### src/rtl/ik_pkg.sv
// Shared types for the inverse-kinematics angle capture block: default widths,
// settle FSM states and the default-width result entry.
package ik_pkg;

    localparam int unsigned DEFAULT_BIT_WIDTH = 32;
    localparam int unsigned DEFAULT_FRACTIONS = 15;

    typedef enum logic {
        StIdle = 1'b0,
        StWait = 1'b1
    } ik_state_e;

    typedef struct packed {
        logic [DEFAULT_BIT_WIDTH-1:0] theta1;
        logic [DEFAULT_BIT_WIDTH-1:0] theta2;
        logic                         timeout;
    } ik_entry_t;

endpackage

### src/rtl/ik_angle_capture_if.sv
// Result stream of the angle capture block: FWFT head plus valid/ready handshake.
interface ik_angle_capture_if
    import ik_pkg::*;
#(
    parameter int unsigned BIT_WIDTH = DEFAULT_BIT_WIDTH
) ();

    logic                 out_valid;
    logic                 out_ready;
    logic [BIT_WIDTH-1:0] out_theta1;
    logic [BIT_WIDTH-1:0] out_theta2;
    logic                 out_timeout;

    modport master (
        output out_valid,
        output out_theta1,
        output out_theta2,
        output out_timeout,
        input  out_ready
    );

    modport slave (
        input  out_valid,
        input  out_theta1,
        input  out_theta2,
        input  out_timeout,
        output out_ready
    );

endinterface

### src/rtl/ik_result_fifo.sv
// First-word-fall-through result buffer. A push into a full buffer is accepted
// only when a pop happens in the same cycle; the head holds its last value when empty.
module ik_result_fifo
    import ik_pkg::*;
#(
    parameter int unsigned DEPTH   = 4,
    parameter type         entry_t = ik_entry_t
) (
    input  logic   clock,
    input  logic   rst,
    input  logic   push,
    input  entry_t push_data,
    input  logic   pop,
    output entry_t head,
    output logic   full,
    output logic   empty
);

    localparam int unsigned PTR_W = (DEPTH > 1) ? $clog2(DEPTH) : 1;
    localparam int unsigned CNT_W = $clog2(DEPTH + 1);

    entry_t           mem [DEPTH];
    entry_t           hold_q;
    logic [PTR_W-1:0] rd_ptr_q;
    logic [PTR_W-1:0] wr_ptr_q;
    logic [CNT_W-1:0] count_q;
    logic             do_push;
    logic             do_pop;

    function automatic logic [PTR_W-1:0] ptr_inc(input logic [PTR_W-1:0] p);
        return (p == PTR_W'(DEPTH - 1)) ? '0 : p + 1'b1;
    endfunction

    assign empty   = (count_q == '0);
    assign full    = (count_q == CNT_W'(DEPTH));
    assign do_pop  = pop && !empty;
    assign do_push = push && (!full || do_pop);
    // Empty buffer shows the last head seen so consumers never observe glitching data.
    assign head    = empty ? hold_q : mem[rd_ptr_q];

    always_ff @(posedge clock) begin
        if (rst) begin
            rd_ptr_q <= '0;
            wr_ptr_q <= '0;
            count_q  <= '0;
            hold_q   <= '0;
        end else begin
            hold_q <= head;
            if (do_push) begin
                wr_ptr_q <= ptr_inc(wr_ptr_q);
            end
            if (do_pop) begin
                rd_ptr_q <= ptr_inc(rd_ptr_q);
            end
            if (do_push && !do_pop) begin
                count_q <= count_q + 1'b1;
            end else if (!do_push && do_pop) begin
                count_q <= count_q - 1'b1;
            end
        end
    end

    always_ff @(posedge clock) begin
        if (do_push && !rst) begin
            mem[wr_ptr_q] <= push_data;
        end
    end

endmodule

### src/rtl/ik_angle_capture.sv
// Waits for the inverse-kinematics outputs to settle after each new target and
// buffers the settled (or timed-out) joint angle pair for a downstream consumer.
module ik_angle_capture
    import ik_pkg::*;
#(
    parameter int unsigned BIT_WIDTH      = DEFAULT_BIT_WIDTH,
    parameter int unsigned FRACTIONS      = DEFAULT_FRACTIONS,
    parameter int unsigned STABLE_CYCLES  = 8,
    parameter int unsigned TIMEOUT_CYCLES = 1024,
    parameter int unsigned FIFO_DEPTH     = 4
) (
    input  logic                 clock,
    input  logic                 rst,
    input  logic                 start,
    input  logic [BIT_WIDTH-1:0] theta1_in,
    input  logic [BIT_WIDTH-1:0] theta2_in,
    output logic                 busy,
    output logic                 overflow,
    ik_angle_capture_if.master   res
);

    localparam int unsigned     EL_W           = $clog2(TIMEOUT_CYCLES + 1);
    localparam logic [7:0]      STABLE_TARGET  = 8'(STABLE_CYCLES);
    localparam logic [EL_W-1:0] TIMEOUT_TARGET = EL_W'(TIMEOUT_CYCLES);

    if (STABLE_CYCLES < 1 || STABLE_CYCLES > 255 || TIMEOUT_CYCLES <= STABLE_CYCLES ||
        FRACTIONS >= BIT_WIDTH) begin : g_param_check
        $error("ik_angle_capture: illegal parameter combination");
    end

    // Same shape as ik_entry_t, widened to this instance's angle width.
    typedef struct packed {
        logic [BIT_WIDTH-1:0] theta1;
        logic [BIT_WIDTH-1:0] theta2;
        logic                 timeout;
    } entry_t;

    ik_state_e            state_q, state_d;
    logic [BIT_WIDTH-1:0] prev_t1_q, prev_t1_d;
    logic [BIT_WIDTH-1:0] prev_t2_q, prev_t2_d;
    logic [7:0]           stable_cnt_q, stable_cnt_d;
    logic [EL_W-1:0]      elapsed_q, elapsed_d;
    logic                 overflow_q, overflow_d;
    logic                 match;
    logic                 stable_hit;
    logic                 timeout_hit;
    logic                 push;
    entry_t               push_data;
    entry_t               fifo_head;
    logic                 fifo_full;
    logic                 fifo_empty;

    assign match = (theta1_in == prev_t1_q) && (theta2_in == prev_t2_q);

    always_comb begin
        state_d      = state_q;
        prev_t1_d    = prev_t1_q;
        prev_t2_d    = prev_t2_q;
        stable_cnt_d = stable_cnt_q;
        elapsed_d    = elapsed_q;
        stable_hit   = 1'b0;
        timeout_hit  = 1'b0;
        unique case (state_q)
            StIdle: begin
                if (start) begin
                    state_d      = StWait;
                    prev_t1_d    = theta1_in;
                    prev_t2_d    = theta2_in;
                    stable_cnt_d = '0;
                    elapsed_d    = '0;
                end
            end
            StWait: begin
                prev_t1_d    = theta1_in;
                prev_t2_d    = theta2_in;
                elapsed_d    = elapsed_q + 1'b1;
                stable_cnt_d = match ? stable_cnt_q + 1'b1 : '0;
                stable_hit   = match && (stable_cnt_d == STABLE_TARGET);
                timeout_hit  = (elapsed_d == TIMEOUT_TARGET);
                // A new target restarts the window; any capture this cycle still pushes.
                if (start) begin
                    stable_cnt_d = '0;
                    elapsed_d    = '0;
                end else if (stable_hit || timeout_hit) begin
                    state_d = StIdle;
                end
            end
            default: state_d = StIdle;
        endcase
    end

    assign push              = stable_hit || timeout_hit;
    assign push_data.theta1  = theta1_in;
    assign push_data.theta2  = theta2_in;
    assign push_data.timeout = !stable_hit;

    // Full implies non-empty, so out_ready alone tells whether a pop frees a slot.
    assign overflow_d = overflow_q || (push && fifo_full && !res.out_ready);

    always_ff @(posedge clock) begin
        if (rst) begin
            state_q      <= StIdle;
            prev_t1_q    <= '0;
            prev_t2_q    <= '0;
            stable_cnt_q <= '0;
            elapsed_q    <= '0;
            overflow_q   <= 1'b0;
        end else begin
            state_q      <= state_d;
            prev_t1_q    <= prev_t1_d;
            prev_t2_q    <= prev_t2_d;
            stable_cnt_q <= stable_cnt_d;
            elapsed_q    <= elapsed_d;
            overflow_q   <= overflow_d;
        end
    end

    ik_result_fifo #(
        .DEPTH   (FIFO_DEPTH),
        .entry_t (entry_t)
    ) u_fifo (
        .clock     (clock),
        .rst       (rst),
        .push      (push),
        .push_data (push_data),
        .pop       (res.out_ready),
        .head      (fifo_head),
        .full      (fifo_full),
        .empty     (fifo_empty)
    );

    assign busy            = (state_q == StWait);
    assign overflow        = overflow_q;
    assign res.out_valid   = !fifo_empty;
    assign res.out_theta1  = fifo_head.theta1;
    assign res.out_theta2  = fifo_head.theta2;
    assign res.out_timeout = fifo_head.timeout;

endmodule

### src/flat_wrapper.sv
// flat-port wrapper written by rule: the top's interface ports become plain ports
module ik_angle_capture_flat import ik_pkg::*;
#(
    parameter int unsigned BIT_WIDTH      = DEFAULT_BIT_WIDTH,
    parameter int unsigned FRACTIONS      = DEFAULT_FRACTIONS,
    parameter int unsigned STABLE_CYCLES  = 8,
    parameter int unsigned TIMEOUT_CYCLES = 1024,
    parameter int unsigned FIFO_DEPTH     = 4
)
  (clock, rst, start, theta1_in, theta2_in, busy, overflow, res_out_valid, res_out_theta1, res_out_theta2, res_out_timeout, res_out_ready);
  ik_angle_capture_if #(.BIT_WIDTH(BIT_WIDTH)) res_i ();
  input  logic clock;
  input  logic rst;
  input  logic start;
  input  logic [BIT_WIDTH-1:0] theta1_in;
  input  logic [BIT_WIDTH-1:0] theta2_in;
  output logic busy;
  output logic overflow;
  output wire logic [$bits(res_i.out_valid)-1:0] res_out_valid;
  output wire logic [$bits(res_i.out_theta1)-1:0] res_out_theta1;
  output wire logic [$bits(res_i.out_theta2)-1:0] res_out_theta2;
  output wire logic [$bits(res_i.out_timeout)-1:0] res_out_timeout;
  input wire logic [$bits(res_i.out_ready)-1:0] res_out_ready;
  assign res_out_valid = res_i.out_valid;
  assign res_out_theta1 = res_i.out_theta1;
  assign res_out_theta2 = res_i.out_theta2;
  assign res_out_timeout = res_i.out_timeout;
  assign res_i.out_ready = res_out_ready;
  ik_angle_capture #(.BIT_WIDTH(BIT_WIDTH), .FRACTIONS(FRACTIONS), .STABLE_CYCLES(STABLE_CYCLES), .TIMEOUT_CYCLES(TIMEOUT_CYCLES), .FIFO_DEPTH(FIFO_DEPTH)) u_core (.clock(clock), .rst(rst), .start(start), .theta1_in(theta1_in), .theta2_in(theta2_in), .busy(busy), .overflow(overflow), .res(res_i));
endmodule
### config.mk
export PLATFORM = sky130hd
export DESIGN_NAME = ik_angle_capture_flat
export DESIGN_NICKNAME = d
export VERILOG_FILES = /design/src/rtl/ik_pkg.sv /design/src/rtl/ik_angle_capture_if.sv /design/src/rtl/ik_result_fifo.sv /design/src/rtl/ik_angle_capture.sv /design/src/flat_wrapper.sv
export SDC_FILE = /design/constraint.sdc
export NUM_CORES = 1
export LEC_CHECK = 0
export BUFFER_PORTS_ARGS = -buffer_cell sky130_fd_sc_hd__buf_2
export CORE_ASPECT_RATIO = 1.25
export CORE_MARGIN = 2
export CORE_UTILIZATION = 35
export DETAILED_ROUTE_END_ITERATION = 6
export PLACE_DENSITY_LB_ADDON = 0.2
export SETUP_SLACK_MARGIN = 0.05
export SYNTH_ARGS = -nofsm -noshare
export SYNTH_HDL_FRONTEND = slang
export SYNTH_SLANG_ARGS = --single-unit
### constraint.sdc
create_clock -name clock -period 22 [get_ports clock]
set_input_delay 1.1 -clock clock [delete_from_list [all_inputs] [get_ports clock]]
set_output_delay 1.1 -clock clock [all_outputs]
set_load 0.05 [all_outputs]
* Word level (Yosys, flattened, before mapping)
Memory sizes are Yosys's and may differ from the RTL's. A register that Yosys moved wholly into a read port is not among the register bits.
Index checks and enable logic that the tools add are counted.
** Storage, ports and cells
- Input bits :: 68
- Bits in registers :: 157
- Bits in latches :: 0
- Logic and storage cells :: 76
- Bits in read-only memories :: 0
- Memory bits (writable) :: 260
- Memories :: 1
** Memories
- u_core.u_fifo.mem :: words 4, bits a word 65, rd ports 1, clocked after memory_dff 1, write ports 1, line ik_result_fifo.sv:22 : entry_t mem [DEPTH];
** Operators by class
- Equality and inequality tests :: 8
- $add $sub $neg :: 6
- Mux-type cells :: 26
- Div/mod/pow operators :: 0
- Order comparisons :: 0
- $mul :: 0
- Reduce and logical (&&, ||, !) cells :: 22
- Bitwise logic cells :: 1
- Shifts and indexed selects :: 0
** Operator list (number)
- 32-bit one-hot mux with 2 select lines :: 2
- 65-bit two-way mux :: 1
- 32-bit equality test :: 2
- 32-bit two-way mux :: 2
- 8-bit two-way mux :: 3
- 11-bit two-way mux :: 2
- 11-bit one-hot mux with 2 select lines :: 1
- 8-bit one-hot mux with 2 select lines :: 1
- 11-bit by 1-bit adder with 11-bit output (second input constant) :: 1
- 11-bit equality test (second input constant) :: 1
- 1-bit logical AND :: 9
- 8-bit by 1-bit adder with 8-bit output (second input constant) :: 1
- 8-bit by 4-bit equality test with 1-bit output (second input constant) :: 1
- 2-bit two-way mux :: 4
- 1-bit logical NOT :: 7
- 1-bit two-way mux :: 7
- 3-bit two-way mux :: 2
- 2-bit by 1-bit adder with 2-bit output (second input constant) :: 2
- 2-bit equality test (second input constant) :: 2
- 1-bit logical OR :: 4
- 3-bit by 1-bit adder with 3-bit output (second input constant) :: 1
- 3-bit equality test (second input constant) :: 1
- 3-bit logical NOT :: 1
- 3-bit by 1-bit subtractor with 3-bit output (second input constant) :: 1
- 4 further kinds :: 4

* Longest topological paths before layout
- Depth after elaboration :: 12
- Depth in mapped cells :: 14

* Hierarchy
Synthesis repeated with hierarchy kept, for this count alone.
** Second synthesis, totals
- Cells, all modules :: 1115
- Area, all modules :: 16439.5 um^2
** By module, submodules not included
- ik_result_fifo :: area each 12370.6 um^2, seq. area each 9288.9 um^2, cells an instance 599, instances 1
- ik_angle_capture :: area each 4068.9 um^2, seq. area each 1701.6 um^2, cells an instance 516, instances 1

* Worst setup path before layout
OpenSTA, ideal clock, no wires.
- Kind :: input -> register
- Start point :: input port theta1_in[14]
- End point :: memory u_core.u_fifo.mem[1][0] (netlist bit), enable pin
- Path buffers :: 0
- Path slack :: 12.280 ns
- Arrival :: 9.049 ns
- Stages on the path :: 6
- Path through :: xor2_1 > nor4_1 > nand4_1 > nor4_4 > a32oi_2 > nor4b_1
** Between the ends
- Cells in the longest elaborated chain, start to end :: 11
** Ends and longest elaborated chain
- start: declaration :: line flat_wrapper.sv:15 : input logic [BIT_WIDTH-1:0] theta1_in;
- 32-bit equality test * :: line ik_angle_capture.sv:53 : assign match = (theta1_in == prev_t1_q) && (theta2_in == prev_t2_q);
- 1-bit logical AND * :: line ik_angle_capture.sv:53
- 8-bit two-way mux :: line ik_angle_capture.sv:77 : stable_cnt_d = match ? stable_cnt_q + 1'b1 : '0;
- 8-bit by 4-bit equality test with 1-bit output :: line ik_angle_capture.sv:78 : stable_hit = match && (stable_cnt_d == STABLE_TARGET);
- 1-bit logical AND * :: line ik_angle_capture.sv:78
- 1-bit two-way mux * :: line ik_angle_capture.sv:63 : unique case (state_q)
- 1-bit logical OR * :: line ik_angle_capture.sv:92 : assign push = stable_hit || timeout_hit;
- 1-bit logical AND * :: line ik_result_fifo.sv:37 : assign do_push = push && (!full || do_pop);
- 1-bit logical AND * :: line ik_result_fifo.sv:64 : if (do_push && !rst) begin
- 1-bit two-way mux * :: line ik_result_fifo.sv:64
- 1-bit two-way mux (not written as such) * :: line ik_result_fifo.sv:65 : mem[wr_ptr_q] <= push_data;
- end: declaration :: line ik_result_fifo.sv:22
Every way passes the cells marked *; elsewhere a longest branch is shown, timed or not.

==> results by group <==
Timing
  – Endpoints failing hold: 0
  – Fmax: 0.228 GHz
  – Setup_tns: 0 ns
  – Endpoints failing setup: 0
  – Worst-Margin Slew: 1.11 ns
  – Unrepaired setup endpoints after global routing: false
  – Final worst path period need: 4.38 ns
  – Tcrit/Tclk final: 19.9%
  – Slew HR: 26.1%
  – Max-slew violations: 0
  – Final Skew: 0.0198 ns

Global route
  – Total grt overflow: 0
  – Number of global-route vias before repair: 9313
  – Initial antenna violation count: 2
  – GRT Util Overall: ~15%
  – Largest net degree at the start of global routing: a little under 80
  – Global-route wire length before repair: around 56000 microns

Layout
  – Layout cells sized above 1: 28.7%
  – Fin area: 0.0192 sq mm
  – Area growth syn-to-layout: 17.1%
  – Multi-input gate area: 0.00516 sq mm
  – Final design utilization: about two fifths
  – # fillers: 4194
  – Final nets: about 1300
  – Register area: 0.0110 sq mm
  – Non-Filler Instances: 1873

Clock network
  – Post-CTS resize count: 0
  – TritonCTS clock tree: built
  – CTS Hold Bufs: 0
  – CTS Buf Count: 44
  – Setup Buffers After CTS: 0
  – Root Buffer: clkbuf_16
  – Worst skew pair latency: between 0.5 and 0.6 ns
  – Clock transition at the registers of the reported paths: 0.06 ns
  – Clk sink count: 419
  – CTS H-tree depth: 2
  – CTS Buffer Depth: 3

Logic synthesis
  – Post-synth top flop: edfxtp_1
  – Flops & latches, synth: 419
  – Async SR Flop Fraction: 0%
  – Synthesized area per cell: 14.7 sq um
  – Mapped Area: 0.0164 sq mm
  – Mapped Cells: between 1000 and 1500
  – Sequential area share after synthesis: 67.2%
  – Synth Net Count: 1188
  – Synth cell types: 48
  – Post-synth EDFFs: 260
  – Ys Warns: 0

Worst setup path
  – Crit path capture type: output pin
  – Crit path largest cell delay: around 0.8 ns
  – Setup crit start kind: register
  – WP data required: approximately 21 ns
  – Crit Path Class: register to output pin
  – Worst R2R Path Depth: 13
  – Critical path's top delay family: buffers and inverters
  – Cells along the critical path: buf_4, mux4_2, mux2_2, buf_2
  – CP max FO: 37
  – CP max-delay cell: buf_4
  – Critical Path Stages: 4
  – Buf/Inv on CP: 2
  – Worst EP arrival: 3.28 ns

Worst hold path
  – Hold Path Depth: 2
  – Hold/Removal Path Class: register to register

Floorplanning
  – Die Y: 246 microns
  – Die width: 197 microns
  – Starting Density: a little over a third
  – Site Rows: 88
  – Die area: 0.0485 sq mm
  – I/O Pins: 136
  – Core area: about 0.046 sq mm

Pwr
  – Static Leak: 0.00695 uW
  – Power Dens Cells: around 140 mW/mm^2
  – Max VDD drop: 0.124 mV
  – Tot Pwr: 2750 uW

Drt
  – DRT Pass-1 Iters: 6
  – DR WL/cell: 19.6 microns
  – Detailed Route Iter0 Violations: 481
  – Vias: 9241
  – M1 wire length: 16300 microns
  – Met3 wire len: ~1400 microns
  – Antenna viol nets, final: 0
  – Met2 routed WL: 18200 microns
  – Final WL: 36800 microns
  – DRC viols: 0
  – Via density: 4.93
  – Top Layer Used: met5

Placed design
  – Post-DP HPWL: 22700 microns
  – Placement Cell Area: approximately 0.018 sq mm
  – Placed cells: 1790
  – RePlAce Congestion: 0.679
  – IO Port Bufs: 135

Status
  – Status: finished, final reports clean

Run
  – Maxcap violations: 0
==> tightest hold or removal path, cell delays in order, from the launching register on <==
cell and delay [ns]:
dfxtp_1 0.32, nand2_1 0.05, a21oi_1 0.05
==> per-layer routing <==
layer,track usage [%],vias up
li1,-,4373
met1,19.8,4669
met2,26.2,143
met3,2.74,54
met4,4.44,2
met5,0,-
==> through the flow <==
stage	hold slack (ns)	setup slack, ns
after floorplan	0.444	12.28
after global routing	0.477	17.35
after global placement	0.449	16.97
final	0.461	17.62
after CTS	0.464	17.48
after detailed placement	0.456	16.90
==> final cells by class <==
cell class | count | share of cell area, %
sequential | 419 | 57.4
multi-input combinational | 628 | 26.9
clock buffer | 58 | 6.51
timing repair buffer | 151 | 4.15
tap | 585 | 3.82
clock inverter | 24 | 1.03
inverter | 7 | 0.137
antenna | 1 | 0.0131
==> logic make-up (layout without fill, tap and decap cells) <==
family	after synthesis	count (layout)	synth area share (%)
flops	419	419	67.2
simple gates	313	313	9.48
mux	135	135	13.7
compound gates	97	97	3.40
xor+xnor	74	74	3.96
buf+inv	64	240	1.51
fa+ha+maj	9	9	0.734
other cells	0	1	0
==> report_power, final <==
part | switching, uW | internal [uW]
Combinational | 726 | 346
Sequential | 37.8 | 907
Clock | 308 | 425
==> Yosys cell counts, types with 7 or more instances <==
master / n / area share, %
ha_1: 8 / 0.61
nand4_1: 8 / 0.31
and2_1: 67 / 2.6
nor2_1: 19 / 0.44
mux2_2: 66 / 4.5
a21oi_1: 74 / 2.3
mux4_2: 65 / 8.9
nand3_1: 14 / 0.43
edfxtp_1: 260 / 48
nor3_1: 7 / 0.21
xor2_1: 72 / 3.9
nor4_1: 18 / 0.69
dfxtp_1: 159 / 19
clkbuf_1: 48 / 1.1
inv_1: 7 / 0.16
nand2_1: 152 / 3.5
==> path summary, 6_finish.rpt <==
| kind | startpoint | end | slack, ns |
|---|---|---|---|
| worst max-delay path | register | res_out_theta1[24] | 17.62 |
| worst min-delay path | u_core.prev_t2_q[30] | u_core.prev_t2_q[30] | 0.46 |
| worst max register to register | u_core.prev_t1_q[9] | u_core.u_fifo.count_q[2] | 18.04 |
| worst min register to register | u_core.prev_t2_q[30] | u_core.prev_t2_q[30] | 0.46 |
==> placed cells by master (no fill, tap or decap), drive strengths merged, types with 8 or more instances in the layout <==
cell type,netlist,routed
mux2,66,66
mux4,65,65
clkbuf,48,58
buf,9,151
nor4,19,19
and2,67,67
xor2,72,72
a21oi,74,74
dfxtp,159,159
ha,8,8
nor2,19,19
edfxtp,260,260
clkinv,0,20
nand2,152,152
nand4,8,8
nand3,14,14
==> state kept, by name, summed over array words and instances (netlist names), named ones only <==
name / cells
u_core.busy: 1
u_core.elapsed_q: 11
u_core.overflow: 1
u_core.prev_t1_q: 32
u_core.prev_t2_q: 32
u_core.stable_cnt_q: 8
u_core.u_fifo.count_q: 3
u_core.u_fifo.hold_q: 65
u_core.u_fifo.mem: 260
u_core.u_fifo.rd_ptr_q: 2
u_core.u_fifo.wr_ptr_q: 2
Power figures use the tool's default switching activity.
